**src/rtl/cmd_pkg.sv**
```systemverilog
// Shared definitions for the command scheduler: FSM encoding and default timing.
// Latency: n/a (types and constants only).
// Backpressure: n/a.
package cmd_pkg;

    typedef enum logic [1:0] {
        ST_IDLE      = 2'd0,
        ST_ISSUE     = 2'd1,
        ST_WAIT_DONE = 2'd2,
        ST_GAP       = 2'd3
    } state_t;

    // Default idle guard between commands and per-wait-state abort limit.
    localparam int DEF_GAP_CYCLES = 5;
    localparam int DEF_TIMEOUT    = 1000;

    // The gap counter is fixed-width so any GAP_CYCLES up to 2^25-1 fits.
    localparam int GAP_CNT_W = 25;

endpackage

```
**src/rtl/cmd_scheduler_rr_arbiter.sv**
```systemverilog
// Round-robin arbiter: first set request at or after ptr (wrapping) wins.
// Latency: purely combinational.
// Backpressure: none; the caller decides when to accept the winner.
module rr_arbiter #(
    parameter int NREQ  = 4,
    parameter int IDX_W = $clog2(NREQ)
) (
    input  logic [NREQ-1:0]  req,
    input  logic [IDX_W-1:0] ptr,
    output logic [NREQ-1:0]  winner,
    output logic [IDX_W-1:0] idx
);

    // One extra bit so ptr+i cannot overflow before the wrap subtraction.
    localparam int JW = IDX_W + 1;

    logic [JW-1:0] j;
    logic          found;

    // Scan requesters in priority order starting at ptr; keep the first hit.
    always_comb begin
        winner = '0;
        idx    = '0;
        found  = 1'b0;
        j      = '0;
        for (int i = 0; i < NREQ; i++) begin
            j = {1'b0, ptr} + JW'(i);
            if (j >= JW'(NREQ)) begin
                j = j - JW'(NREQ);
            end
            if (!found && req[j[IDX_W-1:0]]) begin
                found                 = 1'b1;
                winner[j[IDX_W-1:0]]  = 1'b1;
                idx                   = j[IDX_W-1:0];
            end
        end
    end

endmodule

```
**src/rtl/cmd_scheduler.sv**
```systemverilog
// Grants one requester at a time round-robin, hands its command to the executor, reports done/timeout.
// Latency: grant one cycle after req seen in IDLE; min grant-to-grant spacing 3+GAP_CYCLES cycles.
// Backpressure: start held until executor drops ready; requests outside IDLE are ignored, not queued.
module cmd_scheduler
    import cmd_pkg::*;
#(
    parameter int NREQ       = 4,
    parameter int CMD_W      = 3,
    parameter int GAP_CYCLES = DEF_GAP_CYCLES,
    parameter int TIMEOUT    = DEF_TIMEOUT
) (
    input  logic                  clk,
    input  logic                  rst,
    input  logic [NREQ-1:0]       req,
    input  logic [NREQ*CMD_W-1:0] req_cmd,
    output logic [NREQ-1:0]       grant,
    output logic [NREQ-1:0]       done,
    output logic [NREQ-1:0]       error,
    output logic [CMD_W-1:0]      command,
    output logic                  start,
    input  logic                  ready_command,
    output logic                  busy
);

    localparam int IDX_W = $clog2(NREQ);
    localparam int TO_W  = $clog2(TIMEOUT + 1);

    // Terminal counts: a wait state aborts after TIMEOUT cycles, the gap lasts GAP_CYCLES cycles.
    localparam logic [TO_W-1:0]      TO_LAST  = TO_W'(TIMEOUT - 1);
    localparam logic [GAP_CNT_W-1:0] GAP_LAST = GAP_CNT_W'(GAP_CYCLES - 1);
    localparam logic [NREQ-1:0]      ONE_HOT0 = NREQ'(1);

    state_t                 state_q, state_d;
    logic [IDX_W-1:0]       ptr_q, ptr_d;
    logic [IDX_W-1:0]       win_q, win_d;
    logic [NREQ-1:0]        grant_q, grant_d;
    logic [NREQ-1:0]        done_q, done_d;
    logic [NREQ-1:0]        error_q, error_d;
    logic [CMD_W-1:0]       cmd_q, cmd_d;
    logic                   start_q, start_d;
    logic                   busy_q, busy_d;
    logic [TO_W-1:0]        to_cnt_q, to_cnt_d;
    logic [GAP_CNT_W-1:0]   gap_cnt_q, gap_cnt_d;

    logic [NREQ-1:0]        arb_winner;
    logic [IDX_W-1:0]       arb_idx;
    logic [NREQ-1:0]        win_oh;

    rr_arbiter #(
        .NREQ  (NREQ),
        .IDX_W (IDX_W)
    ) u_rr_arbiter (
        .req    (req),
        .ptr    (ptr_q),
        .winner (arb_winner),
        .idx    (arb_idx)
    );

    assign win_oh = ONE_HOT0 << win_q;

    // Next-state and registered-output computation for the scheduler FSM.
    always_comb begin
        state_d   = state_q;
        ptr_d     = ptr_q;
        win_d     = win_q;
        grant_d   = '0;
        done_d    = '0;
        error_d   = '0;
        cmd_d     = cmd_q;
        start_d   = start_q;
        to_cnt_d  = to_cnt_q;
        gap_cnt_d = gap_cnt_q;

        case (state_q)
            ST_IDLE: begin
                if (|req) begin
                    state_d  = ST_ISSUE;
                    grant_d  = arb_winner;
                    win_d    = arb_idx;
                    ptr_d    = (arb_idx == IDX_W'(NREQ - 1)) ? '0 : arb_idx + IDX_W'(1);
                    cmd_d    = req_cmd[arb_idx*CMD_W +: CMD_W];
                    start_d  = 1'b1;
                    to_cnt_d = '0;
                end
            end

            ST_ISSUE: begin
                if (!ready_command) begin
                    state_d  = ST_WAIT_DONE;
                    start_d  = 1'b0;
                    to_cnt_d = '0;
                end else if (to_cnt_q == TO_LAST) begin
                    start_d  = 1'b0;
                    error_d  = win_oh;
                    to_cnt_d = '0;
                    // With no guard interval the scheduler is free again right away.
                    if (GAP_CYCLES == 0) begin
                        state_d = ST_IDLE;
                    end else begin
                        state_d   = ST_GAP;
                        gap_cnt_d = '0;
                    end
                end else begin
                    to_cnt_d = to_cnt_q + TO_W'(1);
                end
            end

            ST_WAIT_DONE: begin
                if (ready_command || (to_cnt_q == TO_LAST)) begin
                    if (ready_command) begin
                        done_d = win_oh;
                    end else begin
                        error_d = win_oh;
                    end
                    to_cnt_d = '0;
                    if (GAP_CYCLES == 0) begin
                        state_d = ST_IDLE;
                    end else begin
                        state_d   = ST_GAP;
                        gap_cnt_d = '0;
                    end
                end else begin
                    to_cnt_d = to_cnt_q + TO_W'(1);
                end
            end

            ST_GAP: begin
                if (gap_cnt_q == GAP_LAST) begin
                    state_d   = ST_IDLE;
                    gap_cnt_d = '0;
                end else begin
                    gap_cnt_d = gap_cnt_q + GAP_CNT_W'(1);
                end
            end

            default: begin
                state_d = ST_IDLE;
                start_d = 1'b0;
            end
        endcase

        busy_d = (state_d != ST_IDLE);
    end

    // State and output registers; reset returns to IDLE with requester 0 first in line.
    always_ff @(posedge clk or posedge rst) begin
        if (rst) begin
            state_q   <= ST_IDLE;
            ptr_q     <= '0;
            win_q     <= '0;
            grant_q   <= '0;
            done_q    <= '0;
            error_q   <= '0;
            cmd_q     <= '0;
            start_q   <= 1'b0;
            busy_q    <= 1'b0;
            to_cnt_q  <= '0;
            gap_cnt_q <= '0;
        end else begin
            state_q   <= state_d;
            ptr_q     <= ptr_d;
            win_q     <= win_d;
            grant_q   <= grant_d;
            done_q    <= done_d;
            error_q   <= error_d;
            cmd_q     <= cmd_d;
            start_q   <= start_d;
            busy_q    <= busy_d;
            to_cnt_q  <= to_cnt_d;
            gap_cnt_q <= gap_cnt_d;
        end
    end

    assign grant   = grant_q;
    assign done    = done_q;
    assign error   = error_q;
    assign command = cmd_q;
    assign start   = start_q;
    assign busy    = busy_q;

endmodule

```
**config.mk**
```make
export PLATFORM = sky130hd
export DESIGN_NAME = cmd_scheduler
export DESIGN_NICKNAME = d
export VERILOG_FILES = /design/src/rtl/cmd_pkg.sv /design/src/rtl/cmd_scheduler_rr_arbiter.sv /design/src/rtl/cmd_scheduler.sv
export SDC_FILE = /design/constraint.sdc
export NUM_CORES = 1
export LEC_CHECK = 0
export CORE_AREA = 5 5 85 87
export CTS_CLUSTER_SIZE = 12
export DETAILED_ROUTE_END_ITERATION = 8
export DIE_AREA = 0 0 90 92
export PLACE_DENSITY = 0.83
export SLEW_MARGIN = 10
export SYNTH_ARGS = -nofsm -noshare
export SYNTH_HDL_FRONTEND = slang
export SYNTH_HIERARCHICAL = 1
export SYNTH_SLANG_ARGS = --single-unit
```
**constraint.sdc**
```tcl
create_clock -name clk -period 3.9 [get_ports clk]
set_input_delay 0.78 -clock clk [delete_from_list [all_inputs] [get_ports clk]]
set_output_delay 0.78 -clock clk [all_outputs]
set_load 0.01 [all_outputs]
```
==> flow_summary_export.csv <==
group,metric,value,unit
route,vias,2928,
route,avgViaCountPerCell,6.05,
cts,clk_root_buffer_cell,"clkbuf_8",
cells_and_area,nNetsFinal,434,
pwr,cellLeakagePower,0.00178,uW
timing,timing.clock.skew,0.0117,ns
worst_setup_path,worst-endpoint-required,4.13,ns
worst_setup_path,path_max_fanout,12,
yosys,synth.cell_area,0.00343,sq mm
timing,hold_viol,0,
cells_and_area,final_layout_size_suffix_gt1_share,10.6,%
route,dr.pass1.iters,4,
floorplan,die_width,90,um
grt,grt_first_pass_wirelength,13600,um
yosys,ys_ff_latch,58,
grt,grt_start_max_net_pins,33,
worst_setup_path,worstSetupStartpoint,"req[3]",
timing,report.final.setup_viol,0,
yosys,synth_edf_count,0,
floorplan,initial_core_util,54.6,%
worst_setup_path,reg2reg_to,"command[2]",
yosys,synth-seq-area-share,42.3,%
timing,final-max-slew-violation-count,0,
cts,clk_pin_slew_worst_paths,0.07,ns
cts,cts_buffers,9,
floorplan,top_level_ports,36,
pwr,p_per_area,323,mW/mm^2
worst_setup_path,setup_crit_start_kind,"input pin",
yosys,yosys.cell_types.count,57,
worst_setup_path,rr_worst_depth,8,
worst_setup_path,timing.critical_path.arrival,3.58,ns
cts,cts_post_setup_buffers_inserted,0,
worst_setup_path,timing.critical_path.to_type,"flop",
timing,fin_crit,3.34,ns
timing,fin_hold_ws,0.483,ns
placed_design,port_buffers,35,
cells_and_area,num_antenna_cells,0,
cts,cts_hold_buf,0,
cts,cts_sinks,58,
run,max_cap_violations,0,
floorplan,chipHeight,92,um
timing,worst-slew-pin-transition,0.976,ns
grt,first_global_vias,2882,
placed_design,dp_hpwl,5430,um
cts,ctsHtreeMaxLevel,3,
grt,globalRouteTotalUtil,19.9,%
worst_setup_path,crit_type,"in2reg",
yosys,ys.warnings.count,6,
route,postRouteWirelength,7880,um
floorplan,design.die.area,0.00828,sq mm
worst_setup_path,reg2reg_setup_slack,0.62,ns
status,outcome,"completed",
timing,max_slew_headroom,34.3,%
worst_setup_path,launch_point_of_the_worst_reg_to_reg_path,"ptr_q[1]",
yosys,post_synth_inst_count,360,
route,wl_per_cell,16.3,um
pwr,peakVddDrop,201,uV
route,drt_drc_violations_left,0,
floorplan,core,0.00628,sq mm
yosys,postSynthAreaPerCell,9.53,sq um
worst_hold_path,hp-class,"reg2reg",
grt,globalRouteOverflowTotal,0,
timing,rsz0062_at_grt,"no",
yosys,ys_dominant_reg_cell,"dfrtp_1",
cts,cts_max_path_buffers,2,
timing,period_share,85.8,%
grt,antenna_found_initial,0,
route,final_antenna_net_count,0,
worst_hold_path,hold_path_startpoint,"command[1]",
cells_and_area,syn_to_final_growth,19.7,%
yosys,mappedNetlistNets,392,
placed_design,gp_routability_congestion,0.896,
yosys,ys_async_sr_fraction,100,%
cts,cts_tree,"built",
cts,postCtsResizedCells,0,
worst_setup_path,timing.critical_path.to,"command[2]",
route,detail_route.iter0.violations,123,
timing,tns,0,ns
timing,fmax,299,MHz
floorplan,core.rowCount,29,
cts,worstSkewPairLatency,0.34,ns
==> metrics by stage <==
step / area [sq um] / utilization, % / setup slack, ns / power (uW) / instances
floorplan: 3430 / - / 0.886 / 649 / 360
global placement: 3870 / 61.6 / 0.307 / 676 / 468
detailed placement: 3870 / 61.6 / 0.186 / 678 / 468
CTS: 4110 / 65.4 / 0.545 / 1330 / 484
global route: 4110 / 65.4 / 0.388 / 1370 / 484
finish: 4110 / 65.4 / 0.555 / 1330 / 484
==> where the power goes <==
group / internal, uW / switching, uW / leakage [uW]
sequential: 601 / 0 / 0.000775
clock: 411 / 249 / 0.000119
combinational: 32.1 / 32.8 / 0.000884
==> kinds of logic after synthesis <==
kind of cell,count (synthesis),synth area share (%)
adders and majority gates,13,4.74
muxes,10,5.58
and+or+nand+nor,152,23.4
AOI/OAI and AO/OA,89,18.0
DFF,58,42.3
buffers and inverters,28,3.39
xor gates and xnor gates,10,2.55
==> worst min-delay path by stage <==
stage	to	slack [ns]	cells after the start
floorplan	to_cnt_q[0]	0.48	1
global placement	command[0]	0.47	2
detailed placement	command[1]	0.47	2
CTS	command[1]	0.49	2
global route	command[1]	0.51	2
finish	command[1]	0.48	2
==> metal layers <==
| metal | wire, um | vias to the layer above | global-route usage, % |
|---|---|---|---|
| li1 | - | 1406 | - |
| met1 | 3560 | 1440 | 25.8 |
| met5 | 0 | - | 0 |
| met3 | 346 | 11 | 3.93 |
| met4 | 142 | 0 | 9.06 |
| met2 | 3830 | 71 | 32.3 |
==> synth_stat cells (all sizes together) (2+ instances only) <==
cell type | n | share of area [%]
nor4b | 2 | 0.51
nor2b | 4 | 0.95
nand2b | 5 | 1.4
and2 | 5 | 0.95
a21oi | 12 | 1.8
nand3 | 15 | 2.2
o21a | 4 | 0.88
a22oi | 8 | 1.8
a22o | 9 | 2.3
nand2 | 36 | 3.9
or4 | 4 | 0.88
o31ai | 5 | 1.1
mux2i | 3 | 0.88
ha | 13 | 4.7
nor2 | 36 | 3.9
clkbuf | 5 | 0.55
nor3 | 8 | 1.5
o211ai | 2 | 0.44
nand3b | 2 | 0.44
inv | 19 | 2.1
and3 | 5 | 0.91
nand4 | 8 | 1.5
o2111ai | 2 | 0.69
o31a | 3 | 0.77
xor2 | 9 | 2.3
a21o | 2 | 0.44
dfrtp | 58 | 42
buf | 4 | 0.77
or3 | 6 | 1.1
o21bai | 2 | 0.44
o21ai | 30 | 4.5
a211oi | 2 | 0.44
nor4 | 10 | 1.8
or2 | 3 | 0.55
mux4 | 7 | 4.7
==> layout make-up <==
| type | instances | area, sq um |
|---|---|---|
| inverter | 19 | 71.3 |
| fill | 490 | 2170 |
| sequential | 58 | 1450 |
| clock inverter | 4 | 72.6 |
| clock buffer | 12 | 165 |
| multi-input combinational | 274 | 1860 |
| tap | 77 | 96.3 |
| timing repair buffer | 40 | 388 |
==> registers in the layout, summed over array words and instances (netlist names) <==
name and cells:
busy 1, grant 4, done 4, start 1, error 4, win_q 2, to_cnt_q 10, ptr_q 2
command 3, gap_cnt_q 25, state_q 2
==> worst max-delay path: stages <==
cell	delay, ns
clkdlybuf4s50_1	0.51
mux4_2	0.66
o31ai_1	0.86
mux4_2	0.62
nand2_1	0.10
nand2_1	0.05
==> layout by cell type (no fill, tap or decap), types with 10 or more instances in the layout <==
master           count
dfrtp_1             58
nor4_1              10
ha_1                13
clkbuf_8            12
nand3_1             15
nand2_1             36
nor2_1              36
a21oi_1             12
clkdlybuf4s50_1     35
o21ai_0             22
inv_1               16
(Power assumes the default switching activity.)
